[src/rtl/dec_stage_pkg.sv]
`default_nettype none
// ============================================================
// Package : dec_stage_pkg
// Desc    : Shared types for the corev2 decode stage.
// Rev     : 1.0 - initial release
// ============================================================
package dec_stage_pkg;

    localparam int XLEN           = 32;
    localparam int FRONTEND_WIDTH = 2;

    // One-hot instruction class carried in dec_uop_t.instr_type
    localparam logic [12:0] IT_LUI    = 13'h0001;
    localparam logic [12:0] IT_AUIPC  = 13'h0002;
    localparam logic [12:0] IT_JAL    = 13'h0004;
    localparam logic [12:0] IT_JALR   = 13'h0008;
    localparam logic [12:0] IT_BRANCH = 13'h0010;
    localparam logic [12:0] IT_LOAD   = 13'h0020;
    localparam logic [12:0] IT_STORE  = 13'h0040;
    localparam logic [12:0] IT_OPIMM  = 13'h0080;
    localparam logic [12:0] IT_OP     = 13'h0100;

    typedef struct packed {
        logic            illegal;
        logic            rd_v;
        logic [4:0]      rd;
        logic            rs1_v;
        logic [4:0]      rs1;
        logic            rs2_v;
        logic [4:0]      rs2;
        logic            rs2_is_immediat;
        logic            is_store;
        logic            is_load;
        logic            is_branch;
        logic [31:0]     immediat;
        logic [2:0]      access_size;
        logic [12:0]     instr_type;
        logic            unsign_extension;
        logic [XLEN-1:0] pc;
    } dec_uop_t;

    typedef enum logic [0:0] {
        DEC_RUN     = 1'b0,
        DEC_BLOCKED = 1'b1
    } dec_state_t;

endpackage
`default_nettype wire

[src/rtl/dec_decoder.sv]
`default_nettype none
// ============================================================
// Module : dec_decoder
// Desc   : Combinational RV32I decoder producing one micro-op.
// Rev    : 1.0 - initial release
// ============================================================
module dec_decoder
    import dec_stage_pkg::*;
(
    input  logic [XLEN-1:0] instr_i,
    input  logic [XLEN-1:0] pc_i,
    output dec_uop_t        uop_o
);

    logic [6:0]  w_opcode;
    logic [2:0]  w_f3;
    logic [6:0]  w_f7;
    logic        w_unsigned;
    logic        w_legal;
    logic        w_use_rd;
    logic        w_use_rs1;
    logic        w_use_rs2;
    logic [31:0] w_imm_i;
    logic [31:0] w_imm_s;
    logic [31:0] w_imm_b;
    logic [31:0] w_imm_u;
    logic [31:0] w_imm_j;

    assign w_opcode   = instr_i[6:0];
    assign w_f3       = instr_i[14:12];
    assign w_f7       = instr_i[31:25];
    assign w_unsigned = ((w_opcode == 7'b0000011) && w_f3[2]) ||
                        (((w_opcode == 7'b0010011) || (w_opcode == 7'b0110011)) && (w_f3 == 3'b011));
    assign w_imm_i    = w_unsigned ? {20'd0, instr_i[31:20]} : {{20{instr_i[31]}}, instr_i[31:20]};
    assign w_imm_s    = {{20{instr_i[31]}}, instr_i[31:25], instr_i[11:7]};
    assign w_imm_b    = {{19{instr_i[31]}}, instr_i[31], instr_i[7], instr_i[30:25], instr_i[11:8], 1'b0};
    assign w_imm_u    = {instr_i[31:12], 12'd0};
    assign w_imm_j    = {{11{instr_i[31]}}, instr_i[31], instr_i[19:12], instr_i[20], instr_i[30:21], 1'b0};

    always_comb begin
        uop_o     = '0;
        w_legal   = 1'b1;
        w_use_rd  = 1'b0;
        w_use_rs1 = 1'b0;
        w_use_rs2 = 1'b0;
        case (w_opcode)
            7'b0110111, 7'b0010111: begin
                w_use_rd              = 1'b1;
                uop_o.rs2_is_immediat = 1'b1;
                uop_o.immediat        = w_imm_u;
                uop_o.instr_type      = w_opcode[5] ? IT_LUI : IT_AUIPC;
            end
            7'b1101111: begin
                w_use_rd         = 1'b1;
                uop_o.is_branch  = 1'b1;
                uop_o.immediat   = w_imm_j;
                uop_o.instr_type = IT_JAL;
            end
            7'b1100111: begin
                w_legal               = (w_f3 == 3'b000);
                w_use_rd              = 1'b1;
                w_use_rs1             = 1'b1;
                uop_o.is_branch       = 1'b1;
                uop_o.rs2_is_immediat = 1'b1;
                uop_o.immediat        = w_imm_i;
                uop_o.instr_type      = IT_JALR;
            end
            7'b1100011: begin
                w_legal          = (w_f3[2:1] != 2'b01);
                w_use_rs1        = 1'b1;
                w_use_rs2        = 1'b1;
                uop_o.is_branch  = 1'b1;
                uop_o.immediat   = w_imm_b;
                uop_o.instr_type = IT_BRANCH;
            end
            7'b0000011: begin
                w_legal               = (w_f3[1:0] != 2'b11) && !(w_f3[2] && w_f3[1]);
                w_use_rd              = 1'b1;
                w_use_rs1             = 1'b1;
                uop_o.is_load         = 1'b1;
                uop_o.rs2_is_immediat = 1'b1;
                uop_o.immediat        = w_imm_i;
                uop_o.access_size     = w_f3;
                uop_o.instr_type      = IT_LOAD;
            end
            7'b0100011: begin
                w_legal           = !w_f3[2] && (w_f3[1:0] != 2'b11);
                w_use_rs1         = 1'b1;
                w_use_rs2         = 1'b1;
                uop_o.is_store    = 1'b1;
                uop_o.immediat    = w_imm_s;
                uop_o.access_size = w_f3;
                uop_o.instr_type  = IT_STORE;
            end
            7'b0010011: begin
                // Shift-immediates reuse imm[11:5] as funct7
                if (w_f3 == 3'b001) begin
                    w_legal = (w_f7 == 7'd0);
                end else if (w_f3 == 3'b101) begin
                    w_legal = (w_f7 == 7'd0) || (w_f7 == 7'b0100000);
                end
                w_use_rd              = 1'b1;
                w_use_rs1             = 1'b1;
                uop_o.rs2_is_immediat = 1'b1;
                uop_o.immediat        = w_imm_i;
                uop_o.instr_type      = IT_OPIMM;
            end
            7'b0110011: begin
                w_legal          = (w_f7 == 7'd0) ||
                                   ((w_f7 == 7'b0100000) && ((w_f3 == 3'b000) || (w_f3 == 3'b101)));
                w_use_rd         = 1'b1;
                w_use_rs1        = 1'b1;
                w_use_rs2        = 1'b1;
                uop_o.instr_type = IT_OP;
            end
            default: w_legal = 1'b0;
        endcase

        uop_o.rd_v             = w_use_rd;
        uop_o.rd               = w_use_rd  ? instr_i[11:7]  : 5'd0;
        uop_o.rs1_v            = w_use_rs1;
        uop_o.rs1              = w_use_rs1 ? instr_i[19:15] : 5'd0;
        uop_o.rs2_v            = w_use_rs2;
        uop_o.rs2              = w_use_rs2 ? instr_i[24:20] : 5'd0;
        uop_o.unsign_extension = w_unsigned;
        if (!w_legal) begin
            uop_o         = '0;
            uop_o.illegal = 1'b1;
        end
        uop_o.pc = pc_i;
    end

endmodule
`default_nettype wire

[src/rtl/dec_skid_buf.sv]
`default_nettype none
// ============================================================
// Module : dec_skid_buf
// Desc   : Two-entry (main + skid) group buffer with flush.
// Rev    : 1.0 - initial release
// ============================================================
module dec_skid_buf #(
    parameter int WIDTH = 8
) (
    input  logic             clk,
    input  logic             resetn,
    input  logic             flush_i,
    input  logic             in_valid_i,
    input  logic [WIDTH-1:0] in_data_i,
    input  logic             out_ready_i,
    output logic             out_valid_o,
    output logic [WIDTH-1:0] out_data_o,
    output logic             skid_valid_next_o
);

    logic             main_valid_q, main_valid_d;
    logic             skid_valid_q, skid_valid_d;
    logic [WIDTH-1:0] main_data_q,  main_data_d;
    logic [WIDTH-1:0] skid_data_q,  skid_data_d;
    logic             w_issue;

    assign w_issue = main_valid_q && out_ready_i;

    always_comb begin
        main_valid_d = main_valid_q;
        main_data_d  = main_data_q;
        skid_valid_d = skid_valid_q;
        skid_data_d  = skid_data_q;
        if (flush_i) begin
            main_valid_d = 1'b0;
            skid_valid_d = 1'b0;
        end else if (w_issue) begin
            if (skid_valid_q) begin
                main_data_d  = skid_data_q;
                skid_valid_d = in_valid_i;
                if (in_valid_i) skid_data_d = in_data_i;
            end else begin
                main_valid_d = in_valid_i;
                if (in_valid_i) main_data_d = in_data_i;
            end
        end else if (in_valid_i) begin
            if (!main_valid_q) begin
                main_valid_d = 1'b1;
                main_data_d  = in_data_i;
            end else begin
                skid_valid_d = 1'b1;
                skid_data_d  = in_data_i;
            end
        end
    end

    always_ff @(posedge clk or negedge resetn) begin
        if (!resetn) begin
            main_valid_q <= 1'b0;
            skid_valid_q <= 1'b0;
            main_data_q  <= '0;
            skid_data_q  <= '0;
        end else begin
            main_valid_q <= main_valid_d;
            skid_valid_q <= skid_valid_d;
            main_data_q  <= main_data_d;
            skid_data_q  <= skid_data_d;
        end
    end

    assign out_valid_o       = main_valid_q;
    assign out_data_o        = main_data_q;
    assign skid_valid_next_o = skid_valid_d;

endmodule
`default_nettype wire

[src/rtl/dec_stage.sv]
`default_nettype none
// ============================================================
// Module : dec_stage
// Desc   : N-wide decode stage between fetch and rename.
// Rev    : 1.0 - initial release
// ============================================================
module dec_stage #(
    parameter int FRONTEND_WIDTH = dec_stage_pkg::FRONTEND_WIDTH,
    parameter int XLEN           = dec_stage_pkg::XLEN
) (
    input  logic                                        clk,
    input  logic                                        resetn,
    input  logic                                        flush_i,
    input  logic [FRONTEND_WIDTH-1:0]                   fet_valid_i,
    input  logic [FRONTEND_WIDTH*XLEN-1:0]              fet_instr_i,
    input  logic [FRONTEND_WIDTH*XLEN-1:0]              fet_pc_i,
    output logic                                        dec_ready_o,
    output logic [FRONTEND_WIDTH-1:0]                   ren_valid_o,
    output dec_stage_pkg::dec_uop_t [FRONTEND_WIDTH-1:0] ren_uop_o,
    input  logic                                        ren_ready_i
);

    localparam int UOP_W = $bits(dec_stage_pkg::dec_uop_t);
    localparam int GRP_W = FRONTEND_WIDTH * (UOP_W + 1);

    dec_stage_pkg::dec_uop_t [FRONTEND_WIDTH-1:0] w_uop;
    dec_stage_pkg::dec_state_t                    state_q, state_d;
    logic [FRONTEND_WIDTH-1:0] w_grp_valid;
    logic [FRONTEND_WIDTH-1:0] w_fet_valid_inc;
    logic [FRONTEND_WIDTH-1:0] w_main_lane_valid;
    logic [GRP_W-1:0]          w_main_data;
    logic                      w_any_illegal;
    logic                      w_accept;
    logic                      w_main_valid;
    logic                      w_skid_valid_next;
    logic                      dec_ready_q, dec_ready_d;

    for (genvar gi = 0; gi < FRONTEND_WIDTH; gi++) begin : g_lane
        dec_decoder u_dec (
            .instr_i (fet_instr_i[gi*XLEN +: XLEN]),
            .pc_i    (fet_pc_i[gi*XLEN +: XLEN]),
            .uop_o   (w_uop[gi])
        );
    end

    // Keep lanes up to and including the oldest illegal one
    always_comb begin
        w_grp_valid   = '0;
        w_any_illegal = 1'b0;
        for (int i = 0; i < FRONTEND_WIDTH; i++) begin
            w_grp_valid[i] = fet_valid_i[i] && !w_any_illegal;
            w_any_illegal  = w_any_illegal || (fet_valid_i[i] && w_uop[i].illegal);
        end
    end

    assign w_accept = (|fet_valid_i) && dec_ready_q && !flush_i;

    dec_skid_buf #(
        .WIDTH (GRP_W)
    ) u_skid (
        .clk               (clk),
        .resetn            (resetn),
        .flush_i           (flush_i),
        .in_valid_i        (w_accept),
        .in_data_i         ({w_grp_valid, w_uop}),
        .out_ready_i       (ren_ready_i),
        .out_valid_o       (w_main_valid),
        .out_data_o        (w_main_data),
        .skid_valid_next_o (w_skid_valid_next)
    );

    always_comb begin
        state_d = state_q;
        if (flush_i) begin
            state_d = dec_stage_pkg::DEC_RUN;
        end else if (w_accept && w_any_illegal) begin
            state_d = dec_stage_pkg::DEC_BLOCKED;
        end
        dec_ready_d = !w_skid_valid_next && (state_d == dec_stage_pkg::DEC_RUN);
    end

    always_ff @(posedge clk or negedge resetn) begin
        if (!resetn) begin
            state_q     <= dec_stage_pkg::DEC_RUN;
            dec_ready_q <= 1'b1;
        end else begin
            state_q     <= state_d;
            dec_ready_q <= dec_ready_d;
        end
    end

    assign w_main_lane_valid = w_main_data[GRP_W-1 -: FRONTEND_WIDTH];
    assign ren_valid_o       = w_main_lane_valid & {FRONTEND_WIDTH{w_main_valid}};
    assign ren_uop_o         = w_main_data[FRONTEND_WIDTH*UOP_W-1:0];
    assign dec_ready_o       = dec_ready_q;

    assign w_fet_valid_inc = fet_valid_i + 1'b1;

    a_valid_prefix : assert property (@(posedge clk) disable iff (!resetn)
        (fet_valid_i & w_fet_valid_inc) == '0);

endmodule
`default_nettype wire

[config.mk]
export PLATFORM = sky130hd
export DESIGN_NAME = dec_stage
export DESIGN_NICKNAME = d
export VERILOG_FILES = /design/src/rtl/dec_stage_pkg.sv /design/src/rtl/dec_decoder.sv /design/src/rtl/dec_skid_buf.sv /design/src/rtl/dec_stage.sv
export SDC_FILE = /design/constraint.sdc
export NUM_CORES = 1
export LEC_CHECK = 0
export BUFFER_PORTS_ARGS = -buffer_cell sky130_fd_sc_hd__buf_2
export CAP_MARGIN = 20
export CORE_ASPECT_RATIO = 1.5
export CORE_UTILIZATION = 50
export DETAILED_ROUTE_END_ITERATION = 7
export GPL_TIMING_DRIVEN = 0
export PLACE_DENSITY = 0.75
export SLEW_MARGIN = 5
export SYNTH_ARGS = -nofsm -noshare
export SYNTH_HDL_FRONTEND = slang
export SYNTH_SLANG_ARGS = --single-unit
export TNS_END_PERCENT = 50
[constraint.sdc]
create_clock -name clk -period 2.3 [get_ports clk]
set_input_delay 0.115 -clock clk [delete_from_list [all_inputs] [get_ports clk]]
set_output_delay 0.115 -clock clk [all_outputs]
set_load 0.1 [all_outputs]
==> results of run 1 <==
## cell families after synthesis
logic type | count (synthesis) | share of synthesized area, %
other | 1 | 0.0191
flip-flops | 408 | 52.0
AO/OA/AOI/OAI | 573 | 16.7
XOR/XNOR | 2 | 0.0892
AND/OR/NAND/NOR | 893 | 19.4
buffers and inverters | 383 | 11.8
## registers in the layout, summed over array words and instances, names as in the netlist
signal	cells
u_skid.skid_valid_q	1
dec_ready_o	1
state_q	1
u_skid.out_valid_o	1
u_skid.out_data_o	202
u_skid.skid_data_q	202
## routing by layer
metal	vias to the layer above	global-route usage, %	wire length [um]
met2	944	54.4	32600
li1	8438	-	-
met5	-	0	0
met3	217	4.02	4220
met1	8910	39.6	24800
met4	0	19.9	3940
## worst min-delay path: cells and delay by family
kind	cells	cell delay, ps
buffers and inverters	2	320
AO/OA/AOI/OAI	1	90
## layout make-up
type / count / area [um2]
fill: 3223 / 13900
antenna: 7 / 17.5
clock inverter: 12 / 103
clock buffer: 60 / 1250
inverter: 14 / 52.6
timing repair buffer: 446 / 2890
multi-input combinational: 1476 / 7190
buffer: 368 / 2380
sequential: 408 / 10200
tap: 495 / 619
## cells in the mapped netlist (14+ instances only)
cell	count
clkbuf_1	97
a22o_1	19
dfrtp_1	407
o21ai_1	15
o22ai_1	57
o21ai_0	135
a31oi_1	74
nand4_1	21
buf_1	14
buf_2	39
nand2_1	534
buf_4	212
inv_1	14
nor2_1	203
and3_1	24
nand3_1	35
a21oi_1	218
## repair_timing
| item | 4_1_cts | 5_1_grt |
|---|---|---|
| hold buffers | 113 | 0 |
| endpoints found under the hold margin | 357 | 0 |
| setup buffers | 1 | 0 |
| endpoints found under the setup margin | 350 | 206 |
| gates resized for setup | 55 | 51 |
| pin swaps | 1 | 3 |
## path summary, 6_finish.rpt
path	from	slack [ps]	depth (start not counted)	end
min reg2reg	u_skid.skid_data_q[144]	470	2	u_skid.skid_data_q[144]
min	fet_instr_i[14]	20	3	u_skid.skid_data_q[48]
max reg2reg	dec_ready_o	50	6	u_skid.out_data_o[46]
max in group asynchronous	resetn	750	4	u_skid.out_data_o[24]
max	dec_ready_o	50	6	u_skid.out_data_o[46]
min in group asynchronous	resetn	140	2	u_skid.out_data_o[80]
## report_power, final
group          switching [uW]  total [uW]  internal (uW)
combinational           12300       15900           3650
clock                    2940        6840           3890
sequential               1160       10200           9050
## per-stage QoR
stage | std cells | hold WS (ps) | setup WS [ps] | power (uW)
floorplan | 2267 | -181 | 97.9 | 23300
global placement | 3090 | 326 | -6780 | 25700
detailed placement | 3094 | 177 | -831 | 25900
CTS | 3279 | 1.09 | -11.9 | 32900
global route | 3286 | 57.8 | -50.6 | 34100
finish | 3286 | 19.0 | 55.0 | 33000
==> impl_metrics.toml, run 1 <==
[outcome]
status = "complete, no violations"

[clock_tree]
root_buffer = "clkbuf_16"
clkTransAtPathRegs_ps = 70
cts_buffers = 41
clkLatencyLatePin_ps = 560
cts_max_level = 2
clockBufferDepth = 3
cts.sinks = 408
cts_tree = "done"

[detailed_routing]
vias_per_cell = 5.63
num_vias = 18509
drtPass1Iterations = 6
drt_iter0_markers = 1830
antenna_left = 0
route.detailed.drc = 0
avgRoutedWirePerCell_um = 19.9
wl_mm = 65.5

[placement]
numPortBuffers = 328
gp_congestion = 0.902
place_area_mm2 = 0.0220
place_hpwl_mm = 46.7

[critical_path]
critPathTopFamily = "compound AO/OA/AOI/OAI gates"
slowest_stage = "dfstp_4"
crit_path_end_kind = "flop"
cp_data_arrival_time_ps = 2660
slowest_delay_ps = 630
worstPathCellList = "o21ai_2 -> a221o_1 -> buf_2 -> clkbuf_1 -> a221oi_1 -> nor2_1"
worst-path-max-fanout = 10
path_buf_inv = 2
required_ps = 2720
cp-start-kind = "flop"
critPathKind = "flop to flop"

[floorplan]
core_mm2 = 0.0386
die_y_um = 245
io_pins = 345
dieArea_mm2 = 0.0401
start_util_pct = 50.8
num_rows = 88
dieWidth_um = 164

[global_routing]
grt_max_degree = 120
grtUsageTotal_pct = 32.4
globalRouteOverflowTotal = 0
antenna_found_initial = 7
grt_pass1_vias = 17985
grt_pass1_wl_mm = 100

[cells_and_area]
layout-drive-gt1-share_pct = 26.6
final_common_cell = "nand2_1"
final_cell_mix = "534 x nand2_1, 407 x dfrtp_1, 373 x buf_2"
postLayoutCellArea_mm2 = 0.0247
nets = 2889
fin_util_pct = 63.9
area_growth_pct = 25.8

[synth]
yosys_warnings = 0
synth-main-ff-cell = "dfrtp_1"
synthArstFlopShare_pct = 100
syn-mean-instance-area_um2 = 8.69
synth_cell_types = 69
netlist.area_leader.share_pct = 51.8
synth-edff-count = 0
yosysTopAreaCell = "dfrtp_1"
syn_inst = 2260
syn_area_mm2 = 0.0196
synth_seq_cells = 408
yosysSeqAreaShare_pct = 52.0
synthTopCellsByArea = "dfrtp_1 52%, nand2_1 10%, buf_4 8.1%"

[timing]
tns_ps = 0
period_minus_slack_ps = 2250
rsz0062_at_grt = "yes"
final_hold_viol_count = 0
worst_pin_slew_ps = 800
max_freq_mhz = 445
final-setup-viol-count = 0
clock_skew_ps = 16.8
drv_slew = 0
period_share_pct = 97.6
relSlewSlack_pct = 46.6

[worst_hold_path]
hold_path.class = "input pin to flop"

[power_and_ir_drop]
p_leak_uw = 0.0120
ir_worst_vdd_uv = 1500
power_density_mw_per_mm2 = 1330

[job]
maxCapViolCount = 0
Power figures use the tool's default switching activity.
==> run 2, diff against run 1 <==
--- a/config.mk
+++ b/config.mk
@@ -9,8 +9,10 @@
 export CAP_MARGIN = 20
 export CORE_ASPECT_RATIO = 1.5
 export CORE_UTILIZATION = 50
+export CTS_BUF_LIST = sky130_fd_sc_hd__clkbuf_8
 export DETAILED_ROUTE_END_ITERATION = 7
 export GPL_TIMING_DRIVEN = 0
+export HOLD_SLACK_MARGIN = 0.03
 export PLACE_DENSITY = 0.75
 export SLEW_MARGIN = 5
 export SYNTH_ARGS = -nofsm -noshare
==> impl_metrics.toml, run 2 (synthesis results as in run 1) <==
[global_routing]
globalRouteOverflowTotal = 0
grtUsageTotal_pct = 32.6
grt_pass1_vias = 18255
grt_max_degree = 120
antenna_found_initial = 6
grt_pass1_wl_mm = 100

[power_and_ir_drop]
p_leak_uw = 0.0122
p_clk_share_pct = 19.4
p_sw_uw = 16300
ir_worst_vdd_uv = 1390
p_seq_share_pct = 31.5
swShare_pct = 50.5
power_frac_comb_pct = 49.2
power_density_mw_per_mm2 = 1300
p_int_uw = 16100

[floorplan]
core_mm2 = 0.0386
io_pins = 345
start_util_pct = 50.8
die_y_um = 245
dieArea_mm2 = 0.0401
num_rows = 88
dieWidth_um = 164

[placement]
gp_congestion = 0.902
place_ws_ps = -831
placed_cells = 3094
place_hpwl_mm = 46.7
numPortBuffers = 328

[timing]
final_hold_viol_count = 0
relSlewSlack_pct = 46.5
tns_ps = 0
worst_pin_slew_ps = 803
rsz0062_at_grt = "yes"
period_minus_slack_ps = 2290
drv_slew = 0
max_freq_mhz = 436
final-setup-viol-count = 0
period_share_pct = 99.7
layout_setup_ws_ps = 6.78
clock_skew_ps = 24.6

[critical_path]
critPathKind = "flop to flop"
required_ps = 2820
r2r_slack_ps = 7
crit_start = "dec_ready_o"
timing.rr.start = "dec_ready_o"
cp-start-kind = "flop"
r2r-end = "u_skid.skid_data_q[94]"
worst-path-max-fanout = 10
cp_data_arrival_time_ps = 2820
crit_path_end_kind = "flop"
reg2regPathDepth = 5

[cells_and_area]
nets = 2928
fill_cells = 3225
final_cell_mix = "534 x nand2_1, 407 x dfrtp_1, 377 x buf_2"
final_common_cell = "nand2_1"
final_cells = 3344
layout-drive-gt1-share_pct = 27.4
fin_util_pct = 64.3
area_growth_pct = 26.4

[clock_tree]
clockBufferDepth = 3
cts_max_level = 2
root_buffer = "clkbuf_8"
cts_buffers = 60
cts.sinks = 408
clkTransAtPathRegs_ps = 70
cts_tree = "done"
clkLatencyLatePin_ps = 660

[detailed_routing]
route.detailed.drc = 0
vias_per_cell = 5.57
num_vias = 18628
antenna_left = 0
drt_iter0_markers = 1718
drtPass1Iterations = 6
avgRoutedWirePerCell_um = 19.7
wl_mm = 65.9

[outcome]
status = "complete, no violations"

[job]
maxCapViolCount = 0

[worst_hold_path]
hold_path.class = "input pin to asynchronous set/reset pin"
## run 2: repair_timing
item / CTS / global route
cloned: 0 / 0
setup buffers: 0 / 5
endpoints found under the setup margin: 346 / 305
hold buffers: 129 / 0
resized for setup: 55 / 60
pin swaps: 0 / 3
endpoints found under the hold margin: 427 / 0
## run 2: layout make-up
class                      count  area, um2  share of cell area, %
buffer                       368       2370                   9.56
multi-input combinational   1476       7190                   29.0
clock buffer                  80       1100                   4.43
inverter                      14       52.6                  0.212
clock inverter                32        196                  0.791
antenna                        5       12.5                 0.0504
timing repair buffer         466       3080                   12.4
tap                          495        619                   2.49
sequential                   408      10200                   41.1
## run 2: stage by stage
stage               hold WS, ps  power [uW]  cell area [um2]
floorplan                  -181       23300            19700
global placement            326       25700            21900
detailed placement          177       25900            22000
CTS                        33.6       32400            24700
global route               63.9       33600            24800
finish                     56.6       32400            24800
## run 2: worst max path at each step
stage          slack (ps)                      to
5_1_grt               -60   u_skid.out_data_o[10]
6_report                7  u_skid.skid_data_q[94]
3_5_place_dp         -830  u_skid.out_data_o[190]
2_1_floorplan         100  u_skid.out_data_o[153]
3_3_place_gp        -6780   u_skid.out_data_o[14]
4_1_cts               -20  u_skid.out_data_o[173]
## run 2: power groups by stage
| stage | Sequential (uW) | Combinational (uW) | Clock [uW] |
|---|---|---|---|
| after floorplan | 9930 | 13400 | 0 |
| after global placement | 10200 | 15500 | 0 |
| after detailed placement | 10300 | 15600 | 0 |
| after CTS | 10200 | 15900 | 6350 |
| after global routing | 10400 | 16600 | 6660 |
| final | 10200 | 15900 | 6270 |
## run 2: metal layers
metal,share of wire [%],track usage (%),routed length [um]
met1,38,38.9,24900
met4,7.4,22.4,4840
met3,7.0,5.29,4620
met2,48,53.6,31500
met5,0.014,0,9
## run 2: worst max-delay path: stages, from the launching register on
cell and delay (ps):
dfstp_4 630, o21ai_2 130, or3_1 470, buf_2 240
clkbuf_1 350, a22o_1 350
==> run 3, diff against run 2 <==
--- a/config.mk
+++ b/config.mk
@@ -14,6 +14,7 @@
 export GPL_TIMING_DRIVEN = 0
 export HOLD_SLACK_MARGIN = 0.03
 export PLACE_DENSITY = 0.75
+export REMOVE_ABC_BUFFERS = 1
 export SLEW_MARGIN = 5
 export SYNTH_ARGS = -nofsm -noshare
 export SYNTH_HDL_FRONTEND = slang
==> impl_metrics.toml, run 3 (synthesis results as in run 1) <==
[critical_path]
worst-path-max-fanout = 13
cp-start-kind = "input pin"
crit_start = "fet_instr_i[37]"
timing.rr.start = "dec_ready_o"
r2r-end = "u_skid.out_data_o[154]"
reg2regPathDepth = 9
cp_data_arrival_time_ps = 2800
required_ps = 2790
crit_path_end_kind = "flop"
critPathKind = "input pin to flop"
r2r_slack_ps = 20

[timing]
worst_pin_slew_ps = 843
max_freq_mhz = 434
clock_skew_ps = 11.7
final-setup-viol-count = 1
hold_slack_ps = 80.1
layout_setup_ws_ps = -5.21
drv_slew = 0
final_hold_viol_count = 0
period_minus_slack_ps = 2310
rsz0062_at_grt = "yes"
period_share_pct = 100
relSlewSlack_pct = 43.6

[clock_tree]
clockBufferDepth = 3
root_buffer = "clkbuf_8"
clkTransAtPathRegs_ps = 60
cts.sinks = 408
cts_buffers = 66
clkLatencyLatePin_ps = 590
cts_max_level = 3
cts_tree = "done"

[floorplan]
io_pins = 345
num_rows = 88
start_util_pct = 50.8
core_mm2 = 0.0386
dieWidth_um = 164
dieArea_mm2 = 0.0401
die_y_um = 245

[cells_and_area]
layout-drive-gt1-share_pct = 21.8
nets = 2648
area_growth_pct = 21.0
final_common_cell = "nand2_1"
final_cells = 3062
fin_util_pct = 61.5
final_cell_mix = "533 x nand2_1, 405 x dfrtp_1, 335 x buf_2"

[worst_hold_path]
hold_path.class = "input pin to asynchronous set/reset pin"

[outcome]
violations = "setup timing"
status = "finished with violations"

[global_routing]
grt_pass1_vias = 17484
grtUsageTotal_pct = 29.3
grt_pass1_wl_mm = 92.8
use_met3_pct = 6.74
busiest_layer = "met2"
globalRouteOverflowTotal = 0
met2_usage_pct = 50.1
antenna_found_initial = 2
grt_max_degree = 119
grt_util_met1_pct = 34.8

[power_and_ir_drop]
ir_worst_vdd_uv = 1190
power_density_mw_per_mm2 = 1310
p_leak_uw = 0.0113

[placement]
place_ws_ps = -1770
gp_congestion = 0.856
placed_cells = 2770
numPortBuffers = 336
place_hpwl_mm = 36.5

[detailed_routing]
drt_iter0_markers = 1440
num_vias = 17435
wl_mm = 59.7
drtPass1Iterations = 7
vias_per_cell = 5.69
avgRoutedWirePerCell_um = 19.5
antenna_left = 0
route.detailed.drc = 0

[job]
maxCapViolCount = 0
run 3: final cells by class:
cell class | instances | area, um2
Antenna cell | 1 | 2.50
Clock buffer | 86 | 1180
Clock inverter | 34 | 186
Fill cell | 3178 | 14900
Inverter | 14 | 52.6
Multi-Input combinational cell | 1482 | 7360
Sequential cell | 408 | 10200
Tap cell | 495 | 619
Timing Repair Buffer | 542 | 4150
run 3: metal layers:
layer / wire, um / part of all wire, %
met5: 10 / 0.017
met3: 4680 / 7.8
met4: 2170 / 3.6
met1: 22700 / 38
met2: 30100 / 50
run 3: worst max-delay path by stage:
stage	end	slack (ps)	cells past startpoint
floorplan	u_skid.out_data_o[206]	-8130	4
global placement	u_skid.out_data_o[206]	-15320	4
detailed placement	u_skid.out_data_o[155]	-1770	6
CTS	u_skid.out_data_o[155]	10	9
global route	u_skid.skid_data_q[51]	-70	9
finish	u_skid.skid_data_q[157]	-5	8
run 3: worst max-delay path, stage by stage:
cell and delay [ps]:
buf_2 200, dlygate4sd3_1 660, inv_1 140, nor3_1 340
a32oi_2 310, nand2_4 340, nand4_4 360, o21ai_0 320
run 3: metrics by stage:
stage	total power [uW]	TNS, ps	cell area [um2]
finish	31100	-5.21	23800
global route	32300	-880	23800
CTS	31100	0	23500
detailed placement	24200	-173950	20600
global placement	22600	-7333970	19700
floorplan	21500	-2337300	17400
run 3: timing repair:
| item | 4_1_cts | 5_1_grt |
|---|---|---|
| setup buffers | 14 | 23 |
| hold buffers | 126 | 0 |
| pin swaps | 7 | 4 |
| gates cloned | 6 | 3 |
| resized for setup | 15 | 14 |
| endpoints found under the setup margin | 297 | 136 |
| endpoints found under the hold margin | 470 | 0 |
run 3: where the power goes:
group | switching (uW) | internal (uW)
registers | 1020 | 9050
logic | 12000 | 2500
clock network | 2970 | 3490
